--- src/rtl/dsp_pkg.sv ---
// Shared types and default constants for the crying-volume DSP link blocks.
package dsp_pkg;

   localparam int unsigned DSP_WIDTH       = 8;
   localparam int unsigned DSP_BIT_CYCLES  = 16;
   localparam int unsigned DSP_TURN_CYCLES = 4;

   typedef enum logic [2:0] {
      IDLE,
      TURN,
      START,
      DATA,
      STOP
   } state_t;

   function automatic int unsigned dsp_max(input int unsigned a, input int unsigned b);
      return (a > b) ? a : b;
   endfunction

endpackage

--- src/rtl/dsp_flank.sv ---
// Two-flop synchronizer followed by a rising-edge detector on the synchronized level.
module dsp_flank (
   input  logic clk,
   input  logic reset,
   input  logic din,
   output logic rise_c
);

   logic s1;
   logic s2;
   logic prev;

   always_ff @(posedge clk) begin
      if (!reset) begin
         s1   <= 1'b0;
         s2   <= 1'b0;
         prev <= 1'b0;
      end else begin
         s1   <= din;
         s2   <= s1;
         prev <= s2;
      end
   end

   assign rise_c = s2 & ~prev;

endmodule

--- src/rtl/dsp_zender.sv ---
// DSP-side responder: on a DSPctrl request, sends a framed MSB-first serial word on DSPingang.
module dsp_zender
   import dsp_pkg::*;
#(
   parameter int unsigned WIDTH       = DSP_WIDTH,
   parameter int unsigned BIT_CYCLES  = DSP_BIT_CYCLES,
   parameter int unsigned TURN_CYCLES = DSP_TURN_CYCLES
) (
   input  logic             clk,
   input  logic             reset,
   input  logic             DSPctrl,
   input  logic [WIDTH-1:0] sample_in,
   input  logic             sample_valid,
   output logic             DSPingang,
   output logic             busy,
   output logic             sample_taken,
   output logic             overrun
);

   localparam int unsigned CW = $clog2(dsp_max(dsp_max(BIT_CYCLES, TURN_CYCLES), 2));
   localparam int unsigned BW = $clog2(dsp_max(WIDTH, 2));

   state_t           state, state_n;
   logic [CW-1:0]    cnt, cnt_n;
   logic [BW-1:0]    bitcnt, bitcnt_n;
   logic [WIDTH-1:0] shift, shift_n;
   logic [WIDTH-1:0] shadow;
   logic             req_c;
   logic             dsp_n, busy_n, taken_n, overrun_n;

   dsp_flank u_flank (
      .clk    (clk),
      .reset  (reset),
      .din    (DSPctrl),
      .rise_c (req_c)
   );

   // Shadow keeps the latest sample so a request without a fresh strobe resends it.
   always_ff @(posedge clk) begin
      if (!reset) begin
         shadow <= '0;
      end else if (sample_valid) begin
         shadow <= sample_in;
      end
   end

   always_ff @(posedge clk) begin
      if (!reset) begin
         state        <= IDLE;
         cnt          <= '0;
         bitcnt       <= '0;
         shift        <= '0;
         DSPingang    <= 1'b0;
         busy         <= 1'b0;
         sample_taken <= 1'b0;
         overrun      <= 1'b0;
      end else begin
         state        <= state_n;
         cnt          <= cnt_n;
         bitcnt       <= bitcnt_n;
         shift        <= shift_n;
         DSPingang    <= dsp_n;
         busy         <= busy_n;
         sample_taken <= taken_n;
         overrun      <= overrun_n;
      end
   end

   always_comb begin
      state_n   = state;
      cnt_n     = cnt;
      bitcnt_n  = bitcnt;
      shift_n   = shift;
      taken_n   = 1'b0;
      overrun_n = overrun | (req_c && (state != IDLE));

      case (state)
         IDLE: begin
            if (req_c) begin
               state_n  = TURN;
               cnt_n    = '0;
               bitcnt_n = '0;
               shift_n  = sample_valid ? sample_in : shadow;
               taken_n  = 1'b1;
            end
         end
         TURN: begin
            if (cnt == CW'(TURN_CYCLES - 1)) begin
               state_n = START;
               cnt_n   = '0;
            end else begin
               cnt_n = cnt + CW'(1);
            end
         end
         START: begin
            if (cnt == CW'(BIT_CYCLES - 1)) begin
               state_n  = DATA;
               cnt_n    = '0;
               bitcnt_n = '0;
            end else begin
               cnt_n = cnt + CW'(1);
            end
         end
         DATA: begin
            if (cnt == CW'(BIT_CYCLES - 1)) begin
               cnt_n   = '0;
               shift_n = shift << 1;
               if (bitcnt == BW'(WIDTH - 1)) begin
                  state_n  = STOP;
                  bitcnt_n = '0;
               end else begin
                  bitcnt_n = bitcnt + BW'(1);
               end
            end else begin
               cnt_n = cnt + CW'(1);
            end
         end
         STOP: begin
            if (cnt == CW'(BIT_CYCLES - 1)) begin
               state_n = IDLE;
               cnt_n   = '0;
            end else begin
               cnt_n = cnt + CW'(1);
            end
         end
         default: begin
            state_n = IDLE;
            cnt_n   = '0;
         end
      endcase

      // Output registers follow the state being entered, so the line changes with the state.
      dsp_n  = (state_n == START) || ((state_n == DATA) && shift_n[WIDTH-1]);
      busy_n = (state_n != IDLE);
   end

endmodule

--- config.mk ---
export PLATFORM = sky130hd
export DESIGN_NAME = dsp_zender
export DESIGN_NICKNAME = d
export VERILOG_FILES = /design/src/rtl/dsp_pkg.sv /design/src/rtl/dsp_flank.sv /design/src/rtl/dsp_zender.sv
export SDC_FILE = /design/constraint.sdc
export NUM_CORES = 1
export LEC_CHECK = 0
export ABC_AREA = 1
export BUFFER_PORTS_ARGS = -buffer_cell sky130_fd_sc_hd__buf_2
export CAP_MARGIN = 0
export CORE_MARGIN = 2
export CORE_UTILIZATION = 40
export DETAILED_ROUTE_END_ITERATION = 6
export PLACE_DENSITY = 0.66
export SLEW_MARGIN = 25
export SYNTH_ARGS = -nofsm -noshare
export SYNTH_HDL_FRONTEND = slang
export SYNTH_SLANG_ARGS = --single-unit
--- constraint.sdc ---
create_clock -name clk -period 1.68 [get_ports clk]
set_input_delay 0.252 -clock clk [delete_from_list [all_inputs] [get_ports clk]]
set_output_delay 0.252 -clock clk [all_outputs]
set_load 0.05 [all_outputs]
==> flow_summary.yaml <==
status:
  outcome: "finished, final reports clean"
critical_path:
  path_delay_family: "simple AND/OR/NAND/NOR gates"
  slowest_delay_ns: 0.38
  worst-r2r-setup-slack_ns: 0.20
  worstPathCellList: "ha_1 > nand2_1 > nor2_2 > nand2_1 > nand2_2 > nor2_1 > nor2_1 > a21oi_1"
  required_ns: 1.85
  critPathKind: "reg -> reg"
  cp_slowest_cell: "dfxtp_1"
  cp.arrival_ns: 1.65
  crit_fanout: 5
  critPathBufInv: 0
  cp-start-kind: "register"
  endpoint_kind: "register"
timing:
  tightest_slew_ns: 0.4271
  fin_crit_ns: 1.484
  finalHoldViolCount: 0
  fin_tns_setup_ns: 0
  fin_skew_ns: 0.003654
  finalSetupViolations: 0
  slew_viol_final: 0
  fin_crit_sh_pct: 88.32
  rsz0062_at_grt: "false"
  max-slew-margin-rel_pct: 71.22
  max_freq_ghz: 0.6739
  setup_ws_ns: 0.1962
layout:
  fillers: 401
  nets: 263
  syn2layout_area_growth_pct: 13.54
  antenna_cells: 0
  layout_common_cells: "nand2_1, dfxtp_1, inv_1, nor2_1, nand3_1"
  layout_commonest_cell: "nand2_1"
  postLayoutCoreUtil_pct: 47.07
  final_layout_size_suffix_gt1_share_pct: 11.74
  stdcell_count: 295
floorplan:
  initial_utilization_pct: 41.46
  io_pins: 16
  fp-row-count: 22
  fp.dieW_um: 65.37
  die_area_um2: 4273
  core_um2: 3633
  die_height_um: 65.37
clock_tree:
  post_cts_buffers: 0
  cts-root-buf: "clkbuf_8"
  cts-resized-gates: 0
  hold_buffers: 0
  cts_buffers: 5
  cts_buffer_depth: 2
  clock_sinks: 33
  cts_tree: "built"
  cts.clk_slew.worst_paths_ns: 0.06
  clock_latency_ns: 0.28
  htreeDepth: 2
job:
  maxCapViolations: 0
route:
  first_pass_iters: 4
  drt-total-wl_um: 2975
  viasPerCell: 4.546
  postRouteAntennaNets: 0
  route.vias.total: 1341
  wl_per_cell_um: 10.08
  drc: 0
  drtIter0Drc: 99
synth:
  seq_area_frac_synth_pct: 43.85
  yosys-top-cells-area: "dfxtp_1, nand2_1, inv_1"
  ys_types: 18
  mappedNetlistArea_um2: 1506
  synth_top_area_share_pct: 43.85
  yosys_warnings: 0
  synth.avg_cell_area_um2: 6.607
  syn-instance-count: 228
  synth_top_cell_by_area: "dfxtp_1"
  ys_seq_elements: 33
  synthesis.nets: 243
power_and_ir_drop:
  total_power_w: 0.001503
  p_leak_nw: 0.8794
  p_per_area_nw_per_um2: 878.5
  worst_ir_drop_vdd_v: 0.0004150
grt:
  grt_pass1_vias: 1228
  antenna_found_initial: 0
  grt_usage_pct: 15.73
  overflow: 0
  grt_max_degree: 16
  grt_pass1_wl_um: 5106
place:
  gp_congestion: 0.8381
  dp_hpwl_um: 2232
  portBuffers: 15
  dp_cells: 289
  dpl_worst_slack_ns: 0.1980
min_path:
  min_path_type: "in -> reg"
==> area by class of cell <==
| class | count | area (um2) | area share, % |
|---|---|---|---|
| Multi-Input combinational cell | 157 | 701.9 | 41.04 |
| Sequential cell | 33 | 660.6 | 38.62 |
| Inverter | 35 | 131.4 | 7.681 |
| Timing Repair Buffer | 16 | 82.58 | 4.828 |
| Clock buffer | 5 | 68.82 | 4.023 |
| Tap cell | 48 | 60.06 | 3.511 |
| Clock inverter | 1 | 5.005 | 0.2926 |
==> stage by stage <==
step	hold slack, ns	instance area, um2
floorplan	0.3496	1506
global placement	0.3993	1637
detailed placement	0.3988	1637
CTS	0.1451	1710
global route	0.1909	1710
finish	0.1492	1710
==> cell usage after synthesis <==
library cell,instances
a21oi_1,17
buf_2,1
clkbuf_1,2
clkinv_1,1
dfxtp_1,33
ha_1,3
inv_1,32
inv_2,2
nand2_1,73
nand2_2,1
nand3_1,18
nand3_4,1
nand4_1,1
nor2_1,32
nor2_2,2
nor2_4,1
o21ai_0,7
o22ai_1,1
==> report_power, final <==
group,switching [W],internal [W]
Combinational,0.0000888,0.0000475
Clock,0.000268,0.000272
Sequential,0.0000136,0.000812
==> worst reg2reg max path, cell delays in order (launching register included) <==
cell and delay, ns:
dfxtp_1 0.38, ha_1 0.27, nand2_1 0.10, nor2_2 0.13, nand2_1 0.10, nand2_2 0.11
nor2_1 0.05, nor2_1 0.14, a21oi_1 0.09
==> sequential cells by signal, indices dropped and copies added, names as in the netlist <==
signal / count
DSPingang: 1
bitcnt: 3
busy: 1
cnt: 4
overrun: 1
sample_taken: 1
shadow: 8
shift: 8
state: 3
u_flank.prev: 1
u_flank.s1: 1
u_flank.s2: 1
==> path summary, 6_finish.rpt <==
kind / start / endpoint / depth (start not counted)
max reg2reg: cnt[0]$_SDFFE_PN0N_ / DSPingang$_SDFF_PN0_ / 8
max: cnt[0]$_SDFFE_PN0N_ / DSPingang$_SDFF_PN0_ / 8
min: DSPctrl / u_flank.s1$_SDFF_PN0_ / 3
min reg2reg: u_flank.s1$_SDFF_PN0_ / u_flank.s2$_SDFF_PN0_ / 2
==> layer usage <==
metal,vias to the layer above,wire length [um],GRT usage [%]
li1,737,-,-
met1,575,1397,18.82
met2,24,1405,26.02
met3,5,129,4.110
met4,0,42,7.813
met5,-,0,0
==> cell families after synthesis <==
kind of cell,after synthesis,share of synthesized area (%)
flops,33,43.85
compound gates,25,8.389
simple gates,129,35.72
fa+ha+maj,3,2.492
buf+inv,38,9.552
Power figures use the tool's default switching activity.
